$ cat src/rtl/button_conditioner.sv
// Pushbutton front end: synchronises and debounces four raw buttons, then presents one
// accepted one-hot press per press-and-release, held long enough for the slow game tick.
module button_conditioner #(
    parameter int unsigned DEBOUNCE_CYCLES = 1_000_000,
    parameter int unsigned HOLD_CYCLES     = 25_000_000
) (
    input  logic       clk,
    input  logic       reset,
    input  logic [3:0] btn_raw,
    output logic [3:0] btn,
    output logic       press_pulse,
    output logic       multi_err,
    output logic       busy
);

    localparam int unsigned CntW     = $clog2(DEBOUNCE_CYCLES);
    localparam int unsigned HoldW    = (HOLD_CYCLES > 1) ? $clog2(HOLD_CYCLES) : 1;
    localparam logic [CntW-1:0]  CntLast  = CntW'(DEBOUNCE_CYCLES - 1);
    localparam logic [HoldW-1:0] HoldLast = HoldW'(HOLD_CYCLES - 1);

    typedef enum logic [1:0] {
        StIdle,
        StHold,
        StWaitRelease
    } state_e;

    logic [3:0]       s1;
    logic [3:0]       s2;
    logic [3:0]       deb;
    logic [CntW-1:0]  cnt [4];
    state_e           state;
    logic [HoldW-1:0] hold_cnt;
    logic             deb_none;
    logic             deb_one_hot;

    always_ff @(posedge clk or negedge reset) begin
        if (!reset) begin
            s1 <= '0;
            s2 <= '0;
        end else begin
            s1 <= btn_raw;
            s2 <= s1;
        end
    end

    // A sample that agrees with the current level restarts the count, so only an
    // unbroken run of DEBOUNCE_CYCLES disagreeing samples moves the level.
    always_ff @(posedge clk or negedge reset) begin
        if (!reset) begin
            deb <= '0;
            for (int i = 0; i < 4; i++) begin
                cnt[i] <= '0;
            end
        end else begin
            for (int i = 0; i < 4; i++) begin
                if (s2[i] == deb[i]) begin
                    cnt[i] <= '0;
                end else if (cnt[i] == CntLast) begin
                    deb[i] <= s2[i];
                    cnt[i] <= '0;
                end else begin
                    cnt[i] <= cnt[i] + CntW'(1);
                end
            end
        end
    end

    assign deb_none    = (deb == 4'b0000);
    assign deb_one_hot = !deb_none && ((deb & (deb - 4'd1)) == 4'b0000);

    always_ff @(posedge clk or negedge reset) begin
        if (!reset) begin
            state       <= StIdle;
            btn         <= '0;
            press_pulse <= 1'b0;
            multi_err   <= 1'b0;
            hold_cnt    <= '0;
        end else begin
            press_pulse <= 1'b0;
            multi_err   <= 1'b0;
            case (state)
                StIdle: begin
                    if (deb_one_hot) begin
                        btn         <= deb;
                        press_pulse <= 1'b1;
                        hold_cnt    <= '0;
                        state       <= StHold;
                    end else if (!deb_none) begin
                        multi_err <= 1'b1;
                        state     <= StWaitRelease;
                    end
                end
                // The hold runs to completion regardless of what the buttons do meanwhile.
                StHold: begin
                    if (hold_cnt == HoldLast) begin
                        btn   <= '0;
                        state <= StWaitRelease;
                    end else begin
                        hold_cnt <= hold_cnt + HoldW'(1);
                    end
                end
                StWaitRelease: begin
                    if (deb_none) begin
                        state <= StIdle;
                    end
                end
                default: begin
                    btn   <= '0;
                    state <= StIdle;
                end
            endcase
        end
    end

    assign busy = (state != StIdle);

endmodule

$ cat config.mk
export PLATFORM = sky130hd
export DESIGN_NAME = button_conditioner
export DESIGN_NICKNAME = d
export VERILOG_FILES = /design/src/rtl/button_conditioner.sv
export SDC_FILE = /design/constraint.sdc
export NUM_CORES = 1
export LEC_CHECK = 0
export ABC_CLOCK_PERIOD_IN_PS = 4520
export CORE_ASPECT_RATIO = 1.75
export CORE_MARGIN = 3
export CORE_UTILIZATION = 35
export DETAILED_ROUTE_END_ITERATION = 10
export GPL_ROUTABILITY_DRIVEN = 0
export MAX_ROUTING_LAYER = met4
export PLACE_DENSITY = 0.51
export SLEW_MARGIN = 30
export SYNTH_ARGS = -nofsm -noshare
export SYNTH_HDL_FRONTEND = slang
export SYNTH_SLANG_ARGS = --single-unit
$ cat constraint.sdc
create_clock -name clk -period 4.52 [get_ports clk]
set_input_delay 0.452 -clock clk [delete_from_list [all_inputs] [get_ports clk]]
set_output_delay 0.452 -clock clk [all_outputs]
set_load 0.05 [all_outputs]
==> qor.txt, run 1 <==
run status -> complete, no violations
initial antenna violation count -> 0
Register Area -> 3130 µm²
clk_skew -> 0.0138 ns
Async S/R FF share, synth -> 100%
Synth Register Bits -> 125
clock root buffer -> clkbuf_16
CP arrival -> 2.12 ns
drc violations -> 0
P&R area growth vs syn -> 15.5%
final WL -> 12600 µm
Synth Cell Area -> 6090 µm²
Antenna Cells -> 0
Synth Net Count -> 625
Worst Path Required -> 4.07 ns
cells after synthesis -> 614
Cell Pwr Density -> 372 nW/µm²
die height -> 181 µm
CTS max path bufs -> 2
Die ar. -> 19100 µm²
worst skew pair latency -> 0.41 ns
Hold Crit Class -> primary input to async pin
core area -> 17000 µm²
FP Rows -> 63
Reg clk slew, reported paths -> 0.06 ns
Fmax -> 389 MHz
num ports -> 13
Final Setup Violations -> 0
Synth Area per Inst -> 9.92 µm²
initial DRC count -> 204
Pwr Total -> 2.62 mW
layout cells sized above 1 -> 7.94%
peak supply drop -> 195 µV
initial core utilization -> 35.8%
crit-path cells -> nor2_1 > inv_1 > clkdlybuf4s50_1
Vias/cell -> 5.24
via count -> 4557
Worst Path Max Fanout -> 12
total global-route track usage -> 14.5%
Setup CP Type -> register to output pin
Antenna Violating Nets Remaining -> 0
Post-synth EDFFs -> 0
crit share post-route -> 56.9%
relative max-transition margin -> 43.6%
htree depth -> 4
leakage -> 3.00 nW
Sinks on Clock Net -> 125
slowest CP cell -> clkdlybuf4s50_1
Final Hold Vio Count -> 0
Synth cell types -> 54
min Tclk post-route -> 2.57 ns
WL/cell -> 14.5 µm
Worst setup EP type -> output pin
max-cap violations -> 0
Die Wd -> 106 µm
Nets -> 640
Tightest Pin Transition -> 0.840 ns
FILL cells -> 1698
unrepaired setup endpoints after global routing -> false
IO Port Bufs -> 12
setup_tns -> 0 ns
Final Max Slew Viols -> 0
router iterations before antenna repair -> 5
sequential area share after synthesis -> 51.3%
Synth Warn # -> 0
CTS tree -> yes
vias in the first global route -> 4616
largest net degree at the start of global routing -> 58
postcts setup bufs -> 0
top_reg_cell synth -> dfrtp_1
Critical Path Max Stage Delay -> 0.82 ns
startpoint types -> register
post_cts resized -> 0
grt total ovfl -> 0
CTS Hold Bufs -> 0
first-pass GRT wire length -> 22000 µm
area of the multi-input gates -> 2810 µm²
CTS buffer count -> 17
HPWL Detailed -> 8650 µm
WHS -> 0.0777 ns
## per-layer routing
metal / GRT usage (%) / part of all wire [%] / vias up
met4: 4.93 / 1.2 / 0
met3: 3.01 / 2.9 / 11
met2: 25.2 / 53 / 79
li1: - / - / 2187
met1: 16.3 / 43 / 2280
met5: - / 0 / -
## metrics by stage
| stage | setup WS [ns] | cells | utilization, % | instance area [µm²] |
|---|---|---|---|---|
| 2_1_floorplan | 2.59 | 614 | - | 6090 |
| 3_3_place_gp | 2.36 | 837 | 37.7 | 6410 |
| 3_5_place_dp | 2.30 | 837 | 37.7 | 6410 |
| 4_1_cts | 1.92 | 869 | 41.3 | 7040 |
| 5_1_grt | 1.88 | 869 | 41.3 | 7040 |
| 6_report | 1.95 | 869 | 41.3 | 7040 |
## cells in the mapped netlist, types with 9 or more instances
cell type    n  area, µm²
or4_1       10       75.1
and4_1       9       78.8
nand4_1     22        138
inv_1       12       45.0
nor3_1      20        100
nor2_1      94        353
dfrtp_1    125       3130
buf_2       10       50.1
or3_1        9       56.3
a21oi_1     12       60.1
and3_1      20        125
nand3_1     45        225
nand2_1     49        184
xor2_1      52        455
xnor2_1     27        236
## worst paths after layout
kind	startpoint	endpoint	slack [ns]	cells past startpoint
max in group asynchronous	reset	state[0]$_DFFE_PN0P_	3.49	2
min in group clk	s1[3]$_DFF_PN0_	s2[3]$_DFF_PN0_	0.34	0
setup reg to reg	hold_cnt[0]$_DFFE_PN0P_	hold_cnt[17]$_DFFE_PN0P_	2.29	7
hold / removal	reset	cnt[58]$_DFF_PN0_	0.08	1
hold reg to reg	s1[3]$_DFF_PN0_	s2[3]$_DFF_PN0_	0.34	0
setup / recovery	state[1]$_DFFE_PN0P_	busy	1.95	3
## cells by family after synthesis
family	share of synthesized area, %
mux	1.07
compound gates	5.03
flops	51.3
simple gates	27.4
xor+xnor	11.4
buf+inv	2.48
fa+ha+maj	1.36
## critical path, delay by kind of cell (launching register included)
| kind | cells | cell delay (ns) |
|---|---|---|
| buffers and inverters | 2 | 0.97 |
| DFF | 1 | 0.60 |
| and+or+nand+nor | 1 | 0.14 |
## power by group
group          switching (mW)  internal [mW]
clock                   0.493          0.927
combinational          0.0401         0.0151
sequential             0.0123           1.13
total                   0.545           2.07
## cell usage in the layout (no fill, tap or decap), types with 9 or more instances in the layout
cell type	synthesis	final
dfrtp_1	125	125
nor2_1	94	94
xor2_1	52	52
nand2_1	49	49
nand3_1	45	45
xnor2_1	27	27
nand4_1	22	22
and3_1	20	20
nor3_1	20	20
clkbuf_16	0	17
inv_1	12	12
a21oi_1	12	12
clkdlybuf4s50_1	0	11
or4_1	10	10
and4_1	9	9
or3_1	9	9
## registers in the layout (all words and copies together) (netlist names)
name / count
cnt: 80
hold_cnt: 25
btn: 4
deb: 4
s1: 4
s2: 4
state: 2
multi_err: 1
press_pulse: 1
## cell type report
class	instances	share of cell area, %
well taps	227	4.04
clock inverters	9	1.89
clock buffers	23	6.94
flip-flops and latches	125	44.5
repair buffers	15	1.99
inverters	13	0.694
multi-input cells	457	40.0
No activity file was read; power rests on OpenSTA's default activity.
==> run 2, diff against run 1 <==
- ABC_CLOCK_PERIOD_IN_PS: 4520 -> 2510
- clock period: 4.52 -> 2.51 ns (I/O delays scaled with it)
==> run 2 against run 1 <==
- die area stayed put
- count of clock-buffer cells in the layout is 5 lower
- global-route usage is 0.23 points lower
- wire length is 2.9% lower
- final cell count is 0.58% higher
- non-clock buffer count is 6 higher
- first-iteration DRC count is 19% lower
- sequential share of layout area is 0.28 points lower
- sequential cell count stayed put
- largest cell class unchanged
- worst hold slack better by 0.21 ns
- critical path depth stayed put
==> qor.txt, run 2 (synthesis results as in run 1) <==
leakage -> 3.02 nW (was 3.00 nW)
num ports -> 13 (unchanged)
Cell Pwr Density -> 660 nW/µm² (was 372 nW/µm²)
Fmax -> 424 MHz
placed inst area -> 6460 µm² (was 6410 µm²)
P&R area growth vs syn -> 16.2% (was 15.5%)
worst skew pair latency -> 0.42 ns (was 0.41 ns)
htree depth -> 4 (unchanged)
router iterations before antenna repair -> 4 (was 5)
Worst Path Max Fanout -> 12 (unchanged)
via count -> 4453 (was 4557)
hold path startpoint -> btn_raw[3]
CTS max path bufs -> 2 (unchanged)
final WL -> 12200 µm (was 12600 µm)
Top reg by flops -> cnt (unchanged)
clk_skew -> 0.0151 ns (was 0.0138 ns)
peak supply drop -> 391 µV (was 195 µV)
IO Port Bufs -> 12 (unchanged)
Largest regs -> cnt: 80 flops, hold_cnt: 25 flops (unchanged)
CTS buffer count -> 17 (unchanged)
fin util -> 41.6% (was 41.3%)
grt total ovfl -> 0 (unchanged)
r2r setup slk -> 0.30 ns (was 2.29 ns)
max-cap violations -> 0 (unchanged)
FF-to-FF Start -> deb[2]$_DFFE_PN0P_ (was hold_cnt[0]$_DFFE_PN0P_)
HPWL Detailed -> 8410 µm (was 8650 µm)
initial core utilization -> 35.8% (unchanged)
final std cells w/o fill -> 874 (was 869)
FILL cells -> 1697 (was 1698)
Hold Crit Class -> primary input to register (was primary input to async pin)
Final Setup Violations -> 0 (unchanged)
Nets -> 646 (was 640)
Pwr Total -> 4.67 mW (was 2.62 mW)
post_cts resized -> 0 (unchanged)
min Tclk post-route -> 2.36 ns
initial antenna violation count -> 0 (unchanged)
Antenna Cells -> 0 (unchanged)
first-pass GRT wire length -> 21600 µm (was 22000 µm)
core area -> 17000 µm² (unchanged)
FF-to-FF End -> hold_cnt[2]$_DFFE_PN0P_ (was hold_cnt[17]$_DFFE_PN0P_)
Worst Reg-to-Reg Cells -> 6 (was 7)
FP Rows -> 63 (unchanged)
Final Hold Vio Count -> 0 (unchanged)
startpoint types -> register (unchanged)
drc violations -> 0 (unchanged)
setup_tns -> 0 ns (unchanged)
vias in the first global route -> 4603 (was 4616)
run status -> complete, no violations (unchanged)
unrepaired setup endpoints after global routing -> false (unchanged)
CP arrival -> 2.11 ns (was 2.12 ns)
crit share post-route -> 93.9%
Sinks on Clock Net -> 125 (unchanged)
hold path cells -> 1
Worst Path Required -> 2.26 ns (was 4.07 ns)
largest net degree at the start of global routing -> 54 (was 58)
Worst setup EP type -> output pin (unchanged)
relative max-transition margin -> 51.2% (was 43.6%)
die height -> 181 µm (unchanged)
Tightest Pin Transition -> 0.726 ns (was 0.840 ns)
Setup CP Type -> register to output pin (unchanged)
Final Max Slew Viols -> 0 (unchanged)
most common cell after layout, fill and taps aside -> dfrtp_1 (unchanged)
most frequent cells in the layout -> dfrtp_1, nor2_1, xor2_1 (unchanged)
CTS tree -> yes (unchanged)
clock root buffer -> clkbuf_16 (unchanged)
max reg flops -> 80 (unchanged)
Placed Cells -> 842 (was 837)
total global-route track usage -> 14.2% (was 14.5%)
Vias/cell -> 5.09 (was 5.24)
Hold Path Sink -> s1[3]$_DFF_PN0_
Reg clk slew, reported paths -> 0.06 ns (about the same)
Die ar. -> 19100 µm² (unchanged)
Antenna Violating Nets Remaining -> 0 (unchanged)
initial DRC count -> 166 (was 204)
WL/cell -> 14.0 µm (was 14.5 µm)
Die Wd -> 106 µm (unchanged)
layout cells sized above 1 -> 8.81% (was 7.94%)
Design Area, Final -> 7080 µm² (was 7040 µm²)
==> run 2: how the worst max path moves through the flow <==
stage	from	endpoint	slack (ns)
after detailed placement	deb[1]$_DFFE_PN0P_	hold_cnt[2]$_DFFE_PN0P_	0.32
after global routing	state[1]$_DFFE_PN0P_	busy	0.01
after floorplan	hold_cnt[0]$_DFFE_PN0P_	hold_cnt[8]$_DFFE_PN0P_	0.58
final	state[1]$_DFFE_PN0P_	busy	0.15
after CTS	state[1]$_DFFE_PN0P_	busy	0.13
after global placement	deb[2]$_DFFE_PN0P_	hold_cnt[6]$_DFFE_PN0P_	0.37
==> run 2: cell type report <==
| type | count | area, µm² | share of cell area (%) |
|---|---|---|---|
| clock buffers | 18 | 439 | 6.20 |
| clock inverters | 13 | 166 | 2.35 |
| inverters | 13 | 48.8 | 0.689 |
| multi-input cells | 457 | 2810 | 39.7 |
| flip-flops and latches | 125 | 3130 | 44.2 |
| well taps | 227 | 284 | 4.01 |
| repair buffers | 21 | 200 | 2.83 |
==> run 2: what timing repair did <==
item,4_1_cts,5_1_grt
hold endpoints to repair,44,0
hold buffers,1,0
setup buffers,0,0
setup endpoints to repair,0,0
==> run 2: worst max-delay path: stages (launching register included) <==
cell and delay, ns:
dfrtp_1 0.60, nor2_1 0.13, inv_1 0.12, clkdlybuf4s50_1 0.85
==> run 2: through the flow <==
step                      hold WS, ns  setup WS, ns
final                           0.284         0.152
after global routing            0.267       0.00985
after CTS                       0.269         0.132
after detailed placement        0.300         0.323
after global placement          0.295         0.370
after floorplan               -0.0446         0.579
==> run 2: where the power goes <==
group | internal, mW | leakage (nW) | switching (mW) | total (mW)
logic | 0.0319 | 1.01 | 0.0739 | 0.106
clock network | 1.59 | 0.289 | 0.917 | 2.51
registers | 2.04 | 1.72 | 0.0210 | 2.06
==> run 2: metal layers <==
layer  up-vias  track usage [%]  share of wire (%)
met1      2183             16.1                 43
met5         -                -                  0
met3        17             3.62                3.0
met4         0             5.50                1.7
li1       2199                -                  -
met2        54             24.0                 53
==> run 3, diff against run 2 <==
- ABC_CLOCK_PERIOD_IN_PS: 2510 -> 2900
- CAP_MARGIN: unset -> 10
- clock period: 2.51 -> 2.9 ns (I/O delays scaled with it)
==> run 3 against run 2 <==
- critical path depth unchanged
- worst setup slack gained 0.45 ns
- largest cell class unchanged
- power fell by 14%
- sequential cell count stayed put
- non-clock buffer count shrank 4
- worst hold slack gained 0.046 ns
- wire length up 2.1%
- design area down 0.35%
- utilization shrank 0.15 points
- clock power decreased by 14%
- first-iteration DRC count up 6.0%
==> qor.txt, run 3 (synthesis results as in run 1) <==
leakage -> 3.00 nW (was 3.02 nW)
GR Util met2 -> 23.5% (was 24.0%)
Largest regs -> cnt: 80 flops, hold_cnt: 25 flops (unchanged)
router iterations before antenna repair -> 4 (unchanged)
post_cts resized -> 0 (unchanged)
initial antenna violation count -> 0 (unchanged)
P&R area growth vs syn -> 15.8% (was 16.2%)
startpoint types -> register (unchanged)
final WL -> 12500 µm (was 12200 µm)
drc violations -> 0 (unchanged)
Setup CP Type -> register to output pin (unchanged)
Nets -> 642 (was 646)
met3 usage -> 3.19% (was 3.62%)
max reg flops -> 80 (unchanged)
CTS buffer count -> 17 (unchanged)
WL/cell -> 14.4 µm (was 14.0 µm)
Vias/cell -> 5.11 (was 5.09)
GR peak layer -> met2 (unchanged)
worst skew pair latency -> 0.41 ns (was 0.42 ns)
FILL cells -> 1695 (was 1697)
grt total ovfl -> 0 (unchanged)
clock root buffer -> clkbuf_16 (unchanged)
Fmax -> 436 MHz
met1 Usage GRT -> 17.7% (was 16.1%)
most frequent cells in the layout -> dfrtp_1, nor2_1, xor2_1 (unchanged)
Antenna Violating Nets Remaining -> 0 (unchanged)
WHS -> 0.330 ns (was 0.284 ns)
Hold Crit Class -> primary input to register (unchanged)
total global-route track usage -> 14.7% (was 14.2%)
initial DRC count -> 176 (was 166)
core area -> 17000 µm² (unchanged)
Pwr Total -> 4.03 mW (was 4.67 mW)
die height -> 181 µm (unchanged)
initial core utilization -> 35.8% (unchanged)
via count -> 4450 (was 4453)
Cell Pwr Density -> 572 nW/µm² (was 660 nW/µm²)
Final Setup Violations -> 0 (unchanged)
Final Max Slew Viols -> 0 (unchanged)
Worst setup EP type -> output pin (unchanged)
Antenna Cells -> 0 (unchanged)
Worst Path Max Fanout -> 8 (was 12)
clk_skew -> 0.0102 ns (was 0.0151 ns)
fin util -> 41.4% (was 41.6%)
CP arrival -> 2.00 ns (was 2.11 ns)
Die Wd -> 106 µm (unchanged)
CTS max path bufs -> 2 (unchanged)
CTS Hold Bufs -> 1 (unchanged)
Worst Path Required -> 2.61 ns (was 2.26 ns)
CTS tree -> yes (unchanged)
IO Port Bufs -> 12 (unchanged)
Worst Reg-to-Reg Cells -> 6 (unchanged)
Top reg by flops -> cnt (unchanged)
crit share post-route -> 79.1%
min Tclk post-route -> 2.29 ns
most common cell after layout, fill and taps aside -> dfrtp_1 (unchanged)
vias in the first global route -> 4617 (was 4603)
postcts setup bufs -> 0 (unchanged)
max-cap violations -> 0 (unchanged)
run status -> complete, no violations (unchanged)
Final Hold Vio Count -> 0 (unchanged)
first-pass GRT wire length -> 22200 µm (was 21600 µm)
FP Rows -> 63 (unchanged)
Sinks on Clock Net -> 125 (unchanged)
relative max-transition margin -> 44.2% (was 51.2%)
HPWL Detailed -> 8620 µm (was 8410 µm)
peak supply drop -> 358 µV (was 391 µV)
Tightest Pin Transition -> 0.837 ns (was 0.726 ns)
htree depth -> 4 (unchanged)
unrepaired setup endpoints after global routing -> false (unchanged)
Reg clk slew, reported paths -> 0.06 ns (about the same)
setup_tns -> 0 ns (unchanged)
hold path cells -> 1 (unchanged)
largest net degree at the start of global routing -> 60 (was 54)
layout cells sized above 1 -> 8.24% (was 8.81%)
Die ar. -> 19100 µm² (unchanged)
num ports -> 13 (unchanged)
run 3: worst max-delay path, stage by stage, from the launching register on:
cell             delay, ns
dfrtp_1               0.52
nor2_1                0.12
inv_1                 0.11
clkdlybuf4s50_1       0.84
run 3: final timing paths:
path	startpoint	endpoint	slack, ns
worst max register to register	deb[1]$_DFFE_PN0P_	hold_cnt[2]$_DFFE_PN0P_	0.69
max in group asynchronous	reset	hold_cnt[5]$_DFFE_PN0P_	1.67
worst min register to register	s1[3]$_DFF_PN0_	s2[3]$_DFF_PN0_	0.35
worst max-delay path	state[0]$_DFFE_PN0P_	busy	0.61
min in group asynchronous	reset	cnt[57]$_DFF_PN0_	0.51
worst min-delay path	btn_raw[1]	s1[1]$_DFF_PN0_	0.33
run 3: final cells by class:
| class | count | area, µm² | share of cell area (%) |
|---|---|---|---|
| timing repair buffer | 17 | 183 | 2.59 |
| tap | 227 | 284 | 4.03 |
| clock buffer | 19 | 453 | 6.42 |
| sequential | 125 | 3130 | 44.3 |
| multi-input combinational | 457 | 2810 | 39.9 |
| inverter | 13 | 48.8 | 0.692 |
| clock inverter | 12 | 145 | 2.06 |
run 3: where the power goes:
| group | switching, mW | leakage [nW] | internal, mW |
|---|---|---|---|
| clock network | 0.772 | 0.286 | 1.38 |
| logic | 0.0654 | 0.997 | 0.0284 |
| registers | 0.0189 | 1.72 | 1.76 |
run 3: metal layers:
metal  vias up  part of all wire [%]
li1       2181                     -
met1      2178                    43
met2        71                    52
met3        20                   3.3
met4         0                   2.3
met5         -                     0
run 3: through the flow:
stage | instances | setup slack, ns | instance area [µm²]
floorplan | 614 | 0.969 | 6090
global placement | 838 | 0.719 | 6450
detailed placement | 838 | 0.701 | 6450
CTS | 870 | 0.573 | 7060
global route | 870 | 0.518 | 7060
finish | 870 | 0.606 | 7060
